==> config.mk <==
export PLATFORM = sky130hd
export DESIGN_NAME = exe_stage
export DESIGN_NICKNAME = d
export VERILOG_FILES = /design/src/rtl/exe_stage.sv
export SDC_FILE = /design/constraint.sdc
export NUM_CORES = 1
export LEC_CHECK = 0
export BUFFER_PORTS_ARGS = -buffer_cell sky130_fd_sc_hd__buf_2
export CAP_MARGIN = 20
export CORE_MARGIN = 3
export CORE_UTILIZATION = 43
export DETAILED_ROUTE_END_ITERATION = 10
export GPL_ROUTABILITY_DRIVEN = 1
export PLACE_DENSITY = 0.8
export SYNTH_ARGS = -nofsm -noshare
export SYNTH_HDL_FRONTEND = slang
export SYNTH_SLANG_ARGS = --single-unit
==> constraint.sdc <==
create_clock -name clk -period 2.42 [get_ports clk]
set_input_delay 0 -clock clk [delete_from_list [all_inputs] [get_ports clk]]
set_output_delay 0 -clock clk [all_outputs]
set_load 0.02 [all_outputs]
==> src/rtl/exe_stage.sv <==
// Execute stage: decodes one instruction into ALU controls, drives the core ALU
// combinationally and captures result, branch decision and overflow trap in a
// one-entry output buffer with valid/ready handshakes on both sides.
module exe_stage #(
    parameter int DATA_WIDTH = 32
) (
    input  logic                  clk,
    input  logic                  rst,

    input  logic                  in_valid,
    output logic                  in_ready,
    input  logic [5:0]            in_op,
    input  logic [5:0]            in_funct,
    input  logic [4:0]            in_shamt,
    input  logic [DATA_WIDTH-1:0] in_rs_val,
    input  logic [DATA_WIDTH-1:0] in_rt_val,
    input  logic [15:0]           in_imm,
    input  logic [31:0]           in_pc,
    input  logic [4:0]            in_dest,

    output logic [DATA_WIDTH-1:0] alu_A,
    output logic [DATA_WIDTH-1:0] alu_B,
    output logic [3:0]            alu_ALUop,
    input  logic [DATA_WIDTH-1:0] alu_Result,
    input  logic                  alu_Zero,
    input  logic                  alu_Overflow,
    input  logic                  alu_CarryOut,

    output logic                  out_valid,
    input  logic                  out_ready,
    output logic [DATA_WIDTH-1:0] out_result,
    output logic [4:0]            out_dest,
    output logic                  out_wen,
    output logic                  out_br_taken,
    output logic [31:0]           out_br_target,
    output logic                  out_ovf_trap,
    output logic [31:0]           out_retired
);

    localparam logic [3:0] ALU_AND  = 4'b0000;
    localparam logic [3:0] ALU_OR   = 4'b0001;
    localparam logic [3:0] ALU_ADD  = 4'b0010;
    localparam logic [3:0] ALU_NOR  = 4'b0011;
    localparam logic [3:0] ALU_SL   = 4'b0100;
    localparam logic [3:0] ALU_XOR  = 4'b0101;
    localparam logic [3:0] ALU_SRL  = 4'b0110;
    localparam logic [3:0] ALU_SRA  = 4'b0111;
    localparam logic [3:0] ALU_SUB  = 4'b1010;
    localparam logic [3:0] ALU_SLT  = 4'b1011;
    localparam logic [3:0] ALU_SLTU = 4'b1111;

    // Carry out of the ALU has no consumer in this stage.
    logic unused_carry;
    assign unused_carry = alu_CarryOut;

    logic [31:0] imm_sext;
    logic [31:0] imm_zext;
    assign imm_sext = {{16{in_imm[15]}}, in_imm};
    assign imm_zext = {16'h0000, in_imm};

    logic [3:0]            dec_op;
    logic [DATA_WIDTH-1:0] dec_a;
    logic [DATA_WIDTH-1:0] dec_b;
    logic                  dec_writes;
    logic                  dec_jr;
    logic                  dec_beq;
    logic                  dec_bne;
    logic                  dec_can_trap;

    // Instruction decode; unknown encodings fall through to a harmless 0+0.
    always_comb begin
        dec_op       = ALU_ADD;
        dec_a        = '0;
        dec_b        = '0;
        dec_writes   = 1'b0;
        dec_jr       = 1'b0;
        dec_beq      = 1'b0;
        dec_bne      = 1'b0;
        dec_can_trap = 1'b0;
        case (in_op)
            6'b000000: begin
                case (in_funct)
                    6'b100000: begin dec_op = ALU_ADD; dec_a = in_rs_val; dec_b = in_rt_val; dec_writes = 1'b1; dec_can_trap = 1'b1; end
                    6'b100001: begin dec_op = ALU_ADD; dec_a = in_rs_val; dec_b = in_rt_val; dec_writes = 1'b1; end
                    6'b100010: begin dec_op = ALU_SUB; dec_a = in_rs_val; dec_b = in_rt_val; dec_writes = 1'b1; dec_can_trap = 1'b1; end
                    6'b100011: begin dec_op = ALU_SUB; dec_a = in_rs_val; dec_b = in_rt_val; dec_writes = 1'b1; end
                    6'b100100: begin dec_op = ALU_AND; dec_a = in_rs_val; dec_b = in_rt_val; dec_writes = 1'b1; end
                    6'b100101: begin dec_op = ALU_OR;  dec_a = in_rs_val; dec_b = in_rt_val; dec_writes = 1'b1; end
                    6'b100110: begin dec_op = ALU_XOR; dec_a = in_rs_val; dec_b = in_rt_val; dec_writes = 1'b1; end
                    6'b100111: begin dec_op = ALU_NOR; dec_a = in_rs_val; dec_b = in_rt_val; dec_writes = 1'b1; end
                    6'b101010: begin dec_op = ALU_SLT; dec_a = in_rs_val; dec_b = in_rt_val; dec_writes = 1'b1; end
                    6'b101011: begin dec_op = ALU_SLTU; dec_a = in_rs_val; dec_b = in_rt_val; dec_writes = 1'b1; end
                    6'b000000: begin dec_op = ALU_SL;  dec_a = in_rt_val; dec_b = {27'b0, in_shamt}; dec_writes = 1'b1; end
                    6'b000010: begin dec_op = ALU_SRL; dec_a = in_rt_val; dec_b = {27'b0, in_shamt}; dec_writes = 1'b1; end
                    6'b000011: begin dec_op = ALU_SRA; dec_a = in_rt_val; dec_b = {27'b0, in_shamt}; dec_writes = 1'b1; end
                    6'b000100: begin dec_op = ALU_SL;  dec_a = in_rt_val; dec_b = {27'b0, in_rs_val[4:0]}; dec_writes = 1'b1; end
                    6'b000110: begin dec_op = ALU_SRL; dec_a = in_rt_val; dec_b = {27'b0, in_rs_val[4:0]}; dec_writes = 1'b1; end
                    6'b000111: begin dec_op = ALU_SRA; dec_a = in_rt_val; dec_b = {27'b0, in_rs_val[4:0]}; dec_writes = 1'b1; end
                    6'b001000: begin dec_op = ALU_ADD; dec_a = in_rs_val; dec_b = '0; dec_jr = 1'b1; end
                    default: ;
                endcase
            end
            6'b001000: begin dec_op = ALU_ADD;  dec_a = in_rs_val; dec_b = imm_sext; dec_writes = 1'b1; dec_can_trap = 1'b1; end
            6'b001001: begin dec_op = ALU_ADD;  dec_a = in_rs_val; dec_b = imm_sext; dec_writes = 1'b1; end
            6'b001010: begin dec_op = ALU_SLT;  dec_a = in_rs_val; dec_b = imm_sext; dec_writes = 1'b1; end
            6'b001011: begin dec_op = ALU_SLTU; dec_a = in_rs_val; dec_b = imm_sext; dec_writes = 1'b1; end
            6'b001100: begin dec_op = ALU_AND;  dec_a = in_rs_val; dec_b = imm_zext; dec_writes = 1'b1; end
            6'b001101: begin dec_op = ALU_OR;   dec_a = in_rs_val; dec_b = imm_zext; dec_writes = 1'b1; end
            6'b001110: begin dec_op = ALU_XOR;  dec_a = in_rs_val; dec_b = imm_zext; dec_writes = 1'b1; end
            6'b001111: begin dec_op = ALU_SL;   dec_a = imm_zext;  dec_b = 32'd16;   dec_writes = 1'b1; end
            6'b000100: begin dec_op = ALU_SUB;  dec_a = in_rs_val; dec_b = in_rt_val; dec_beq = 1'b1; end
            6'b000101: begin dec_op = ALU_SUB;  dec_a = in_rs_val; dec_b = in_rt_val; dec_bne = 1'b1; end
            default: ;
        endcase
    end

    assign alu_A     = dec_a;
    assign alu_B     = dec_b;
    assign alu_ALUop = dec_op;

    logic        exe_trap;
    logic        exe_taken;
    logic        exe_wen;
    logic [31:0] exe_target;

    assign exe_trap   = dec_can_trap & alu_Overflow;
    assign exe_taken  = dec_jr | (dec_beq & alu_Zero) | (dec_bne & ~alu_Zero);
    assign exe_wen    = dec_writes & ~exe_trap & (in_dest != 5'd0);
    assign exe_target = dec_jr ? in_rs_val : (in_pc + 32'd4 + {imm_sext[29:0], 2'b00});

    logic                  valid_q,  valid_d;
    logic [DATA_WIDTH-1:0] result_q, result_d;
    logic [4:0]            dest_q,   dest_d;
    logic                  wen_q,    wen_d;
    logic                  taken_q,  taken_d;
    logic [31:0]           target_q, target_d;
    logic                  trap_q,   trap_d;
    logic [31:0]           retired_q, retired_d;

    assign in_ready = ~valid_q | out_ready;

    // Buffer next state: load on accept, empty on drain, otherwise hold.
    always_comb begin
        valid_d   = valid_q;
        result_d  = result_q;
        dest_d    = dest_q;
        wen_d     = wen_q;
        taken_d   = taken_q;
        target_d  = target_q;
        trap_d    = trap_q;
        retired_d = retired_q;
        if (valid_q && out_ready) begin
            retired_d = retired_q + 32'd1;
        end
        if (in_valid && in_ready) begin
            valid_d  = 1'b1;
            result_d = alu_Result;
            dest_d   = in_dest;
            wen_d    = exe_wen;
            taken_d  = exe_taken;
            target_d = exe_target;
            trap_d   = exe_trap;
        end else if (out_ready) begin
            valid_d = 1'b0;
        end
    end

    // Output buffer and retire counter registers.
    always_ff @(posedge clk) begin
        if (rst) begin
            valid_q   <= 1'b0;
            result_q  <= '0;
            dest_q    <= '0;
            wen_q     <= 1'b0;
            taken_q   <= 1'b0;
            target_q  <= '0;
            trap_q    <= 1'b0;
            retired_q <= '0;
        end else begin
            valid_q   <= valid_d;
            result_q  <= result_d;
            dest_q    <= dest_d;
            wen_q     <= wen_d;
            taken_q   <= taken_d;
            target_q  <= target_d;
            trap_q    <= trap_d;
            retired_q <= retired_d;
        end
    end

    assign out_valid     = valid_q;
    assign out_result    = result_q;
    assign out_dest      = dest_q;
    assign out_wen       = wen_q;
    assign out_br_taken  = taken_q;
    assign out_br_target = target_q;
    assign out_ovf_trap  = trap_q;
    assign out_retired   = retired_q;

endmodule

==> flow_summary.yaml, run 1 <==
clocking:
  path_clk_slew_ns: 0.08
  cts_buffers: 9
  cts_root_buf: "clkbuf_16"
  cts_max_path_buffers: 2
  clk_latency_ns: 0.36
  cts_tree: "yes"
  post_cts_buffers: 0
  htree_num_levels: 3
  cts.sinks: 105
worst_setup_path:
  r2r_end: "out_br_target[1]"
  worst-path-buf-inv: 3
  crit_type: "register to register"
  cpMaxStageDelayCell: "dlygate4sd3_1"
  rr_worst_depth: 7
  cp.arrival_ns: 2.60
  cp.required_ns: 2.72
  reg2reg_slack_ns: 0.12
  critPathMaxStageDelay_ns: 0.59
  path_cells: "nand2b_1 -> and2_2 -> buf_4 -> buf_6 -> nor2_1 -> a311oi_1 -> dlygate4sd3_1"
  start_kind: "register"
  crit_path_end_kind: "register"
  path_max_fanout: 21
  crit_family: "buffers and inverters"
  worstReg2RegStart: "out_valid"
min_path:
  min_path_type: "input port to register"
  hold-path-endpoint: "out_br_target[5]"
  min_from: "in_rs_val[5]"
  hold_depth: 3
route:
  num_vias: 9080
  viasPerCell: 5.66
  drc: 0
  first_pass_iters: 6
  wl_met3_mm: 2.43
  top_layer: "met4"
  wl_per_cell_um: 18.7
  final_antenna_net_count: 0
  wl_met1_mm: 11.4
  totalWireLength_mm: 30.0
  route.met2.wl_mm: 15.0
  drtIter0Drc: 738
timing:
  worstMarginPinSlew_ns: 1.02
  setup_viol: 0
  rsz0062_at_grt: "no"
  min_period_ns: 2.30
  hold_violations: 0
  clock_skew_ns: 0.00986
  slew_headroom_pct: 32.0
  report.final.slew_viol_count: 0
  max_freq_ghz: 0.435
  worst_slack_ns: 0.123
  timing.final.crit_share_pct: 94.9
placed_design:
  placedCellCount: 1526
  dp_hpwl_mm: 21.9
  place_area_mm2: 0.00959
  globalplace.congestion: 0.965
  place_ws_ns: -0.263
  io_buffers: 345
floorplanning:
  num_rows: 46
  die_w_um: 136
  io-pin-count: 347
  die_y_um: 136
  die-area_mm2: 0.0184
  start_util_pct: 44.7
  core_mm2: 0.0162
power:
  p_per_area_mw_per_mm2: 496
  p_sw_mw: 1.86
  p_clk_share_pct: 29.5
  p_int_mw: 3.36
  swShare_pct: 35.7
  ir_worst_vdd_mv: 0.326
  pwr-share-seq_pct: 36.2
  leakagePower_nw: 5.40
  p_comb_share_pct: 34.3
logic_synthesis:
  synth_common_cells: "164 x nand2_1, 105 x dfxtp_1, 89 x a21oi_1"
  yosysMostFrequentCell: "nand2_1"
  synth_edf_count: 0
  ys_types: 63
  yosys_warnings: 0
  syn_area_per_cell_um2: 7.61
  synth_ff_type: "dfxtp_1"
  synth_area_mm2: 0.00724
  ys_ff_latch: 105
  ys_async_sr_fraction_pct: 0
  synthTopCellsByArea: "dfxtp_1 29%, ha_1 10%, nand2_1 8.5%, a21oi_1 6.2%, nor2_1 4.4%"
  yosysTopAreaCell: "dfxtp_1"
  synthesis.nets: 1183
  ys_seq_area_share_pct: 29.0
  synth_top_area_share_pct: 29.0
  syn_inst: 951
status:
  status: "finished clean"
cells_and_area:
  drive_above_1_share_pct: 33.3
  num-fill-cells: 1320
  stdcell_area_mm2: 0.0105
  nets: 1611
  area_growth_pct: 45.3
  utilization_pct: 65.0
  final_cells: 1605
global_routing:
  grt_pass1_wl_mm: 44.6
  grt_overflow_total: 0
  grt_pass1_vias: 8629
  grt_use_total_pct: 30.6
  grt_max_degree: 84
  antenna_found_initial: 6
job:
  drv_cap: 0
==> layer usage <==
layer / track usage, % / up-vias
met3: 5.68 / 83
met5: 0 / -
met1: 35.3 / 4195
met4: 13.0 / 0
met2: 55.3 / 496
li1: - / 4306
==> state kept, by name (all words and copies together), names as in the netlist <==
signal / flops
out_result: 32
out_wen: 1
out_valid: 1
out_retired: 32
out_br_target: 32
out_dest: 5
out_br_taken: 1
out_ovf_trap: 1
==> how the worst max path moves through the flow <==
| stage | start | slack [ns] | end | cells past startpoint |
|---|---|---|---|---|
| 3_3_place_gp | in_imm[1] | -0.15 | out_br_target[23] | 11 |
| 2_1_floorplan | in_imm[1] | 0.12 | out_br_target[23] | 10 |
| 4_1_cts | in_imm[1] | 0.10 | out_br_target[23] | 11 |
| 3_5_place_dp | in_imm[1] | -0.26 | out_br_target[23] | 11 |
| 5_1_grt | out_valid | 0.008 | out_br_target[1] | 7 |
| 6_report | out_valid | 0.12 | out_br_target[1] | 7 |
==> worst register-to-register path, stage by stage, from the launching register on <==
cell	delay, ns
dfxtp_1	0.39
nand2b_1	0.22
and2_2	0.23
buf_4	0.28
buf_6	0.24
nor2_1	0.06
a311oi_1	0.24
dlygate4sd3_1	0.59
==> power by group through the flow <==
stage               combinational [mW]  sequential [mW]  clock, mW
floorplan                        0.856             2.04          0
global placement                  1.66             1.92          0
detailed placement                1.68             1.92          0
CTS                               1.76             1.88       1.56
global route                      1.95             1.90       1.62
finish                            1.79             1.89       1.54
==> cell type report <==
| cell class | instances | area, um^2 | area share, % |
|---|---|---|---|
| Antenna cell | 5 | 12.5 | 0.119 |
| Clock buffer | 9 | 225 | 2.14 |
| Clock inverter | 7 | 93.8 | 0.893 |
| Sequential cell | 105 | 2100 | 20.0 |
| Tap cell | 216 | 270 | 2.57 |
| Inverter | 34 | 128 | 1.21 |
| Multi-Input combinational cell | 749 | 4780 | 45.4 |
| Timing Repair Buffer | 480 | 2900 | 27.6 |
==> per-stage QoR <==
step / hold slack, ns / setup TNS [ns] / total power, mW
floorplan: 0.129 / 0 / 2.89
global placement: 0.240 / -0.900 / 3.58
detailed placement: 0.246 / -1.52 / 3.60
CTS: 0.0150 / 0 / 5.20
global route: 0.0454 / 0 / 5.47
finish: 0.0286 / 0 / 5.22
==> cells in the final DEF, fill, tap and decap left out, types with 11 or more instances in the layout <==
cell,synthesis,layout
nand3_1,32,32
nor3_1,18,18
o21ai_0,33,33
buf_2,11,344
inv_1,33,33
ha_1,58,58
a222oi_1,20,20
nand2_1,164,163
dlygate4sd3_1,0,58
and3_1,15,15
buf_4,2,76
dfxtp_1,105,105
nand4_1,13,13
a311oi_1,17,17
a21o_1,19,19
a22o_1,27,27
nor2_1,85,85
a21oi_1,89,87
or3_1,14,14
xnor2_1,15,15
xor2_1,31,31
o211ai_1,11,11
==> kinds of logic (layout without fill, tap and decap cells) <==
group	count (synthesis)	count (layout)	synth area share (%)
mux	15	15	2.18
simple gates	369	369	23.0
other cells	0	5	0
flops	105	105	29.0
compound gates	260	260	24.5
fa+ha+maj	59	59	10.3
xor+xnor	46	46	5.57
buf+inv	97	530	5.43
==> repair_timing <==
| item | 4_1_cts | 5_1_grt |
|---|---|---|
| hold buffers | 58 | 0 |
| resized for setup | 0 | 4 |
| setup endpoints to repair | 0 | 5 |
| endpoints found under the hold margin | 56 | 0 |
(Power assumes the default switching activity.)
==> run 2, diff against run 1 <==
Settings changed: CORE_AREA set to 3 3 132 134, CORE_MARGIN 3 to unset, CORE_UTILIZATION 43 to unset, DIE_AREA set to 0 0 135 137, PLACE_DENSITY 0.8 to 0.78.
Clock period 2.42 ns to 2.95 ns, I/O delays scaled along.
==> run 2 against run 1 <==
  * Sequential power decreased by 19%
  * Highest routed layer is now met5
  * Power down 21%
  * Hold slack worse by 0.023 ns
==> flow_summary.yaml, run 2 (synthesized netlist as in run 1, its figures left out) <==
worst_setup_path:
  rr_worst_depth: 6
  crit_family: "compound AO/OA/AOI/OAI gates"
  endpoint: "out_br_target[24]"
  cp_num_cells: 9
  cp.required_ns: 3.22
  path_cells: "buf_2 -> ha_1 -> ha_1 -> a21oi_1 -> or3b_2 -> o21ai_0 -> nand2_1 -> mux2i_1 -> a311oi_1"
  start_kind: "input port"
  path_max_fanout: 18
  worst-path-buf-inv: 1
  cpMaxStageDelayCell: "or3b_2"
  worstReg2RegStart: "out_valid"
  reg2reg_slack_ns: 0.75
  r2r_end: "out_br_target[1]"
  critPathMaxStageDelay_ns: 0.45
  crit_path_end_kind: "register"
  crit_path_frequent_cell: "ha_1"
  startpoint: "in_imm[15]"
  cp.arrival_ns: 2.65
  crit_type: "input port to register"
clocking:
  cts_root_buf: "clkbuf_16"
  htree_num_levels: 3
  post_cts_resized: 0
  cts.sinks: 105
  cts_max_path_buffers: 2
  cts_buffers: 9
  clk_latency_ns: 0.36
  path_clk_slew_ns: 0.08
  cts_tree: "yes"
floorplanning:
  io-pin-count: 347
  start_util_pct: 44.1
  die_w_um: 135
  core_mm2: 0.0164
  die-area_mm2: 0.0185
  num_rows: 47
  die_y_um: 137
route:
  wl_per_cell_um: 18.6
  num_vias: 8788
  first_pass_iters: 7
  drc: 0
  drtIter0Drc: 671
  totalWireLength_mm: 28.8
  viasPerCell: 5.67
  final_antenna_net_count: 0
timing:
  min_period_ns: 2.39
  clock_skew_ns: 0.0111
  hold_violations: 0
  worst_slack_ns: 0.564
  rsz0062_at_grt: "no"
  timing.final.crit_share_pct: 80.9
  setup_viol: 0
  hold_ws_ns: 0.00571
  max_freq_ghz: 0.419
  worstMarginPinSlew_ns: 0.925
  slew_headroom_pct: 38.3
  setup_tns_ns: 0
  report.final.slew_viol_count: 0
placed_design:
  globalplace.congestion: 0.990
  place_ws_ns: 0.202
  placedCellCount: 1475
  io_buffers: 345
  place_area_mm2: 0.00919
  dp_hpwl_mm: 21.6
cells_and_area:
  num-fill-cells: 1409
  stdcell_area_mm2: 0.0101
  final_cells: 1550
  drive_above_1_share_pct: 30.4
  nets: 1555
  utilization_pct: 61.4
  layout_commonest_cell: "buf_2"
  area_growth_pct: 39.2
  final_cell_mix: "344 x buf_2, 163 x nand2_1, 105 x dfxtp_1"
power:
  p_per_area_mw_per_mm2: 409
  leakagePower_nw: 5.12
  ir_worst_vdd_mv: 0.265
  total_power_mw: 4.13
global_routing:
  grt_pass1_vias: 8154
  grt_pass1_wl_mm: 43.0
  grt_use_total_pct: 29.5
  grt_overflow_total: 0
  grt_max_degree: 86
  antenna_found_initial: 3
job:
  drv_cap: 0
status:
  status: "finished clean"
min_path:
  min_path_type: "input port to register"
## run 2: final cells by class
class                   instances  area, um^2  area share (%)
repair buffers                424        2490            24.7
multi-input cells             749        4770            47.3
diodes                          2        5.00          0.0497
clock inverters                 7        80.1           0.795
clock buffers                   9         225            2.24
inverters                      34         128            1.27
well taps                     220         275            2.73
flip-flops and latches        105        2100            20.9
## run 2: worst min-delay path by stage
stage              startpoint                 to  cells past startpoint
3_3_place_gp    alu_Result[4]      out_result[4]                      3
3_5_place_dp   alu_Result[15]     out_result[15]                      3
6_report        in_rs_val[23]  out_br_target[23]                      3
2_1_floorplan        in_valid          out_valid                      2
4_1_cts         in_rs_val[23]  out_br_target[23]                      3
5_1_grt          in_rs_val[5]   out_br_target[5]                      3
## run 2: power by group
group          leakage, nW  switching (mW)  total (mW)  internal (mW)
Clock                0.146           0.628        1.24          0.609
Combinational         4.12           0.804        1.35          0.543
Sequential           0.860          0.0428        1.54           1.50
Total                 5.12            1.48        4.13           2.65
## run 2: timing repair
item | CTS | global route
hold buffers | 57 | 0
endpoints found under the hold margin | 55 | 0
setup buffers | 0 | 0
## run 2: worst min-delay path, cell delays in order
cell and delay (ns):
buf_2 0.13, a21oi_1 0.13, o41ai_1 0.07
## run 2: metal layers
metal / part of all wire [%] / GRT usage, %
met1: 40 / 35.3
met4: 4.8 / 14.4
met3: 7.5 / 5.40
met5: 0.083 / 0
met2: 48 / 50.9
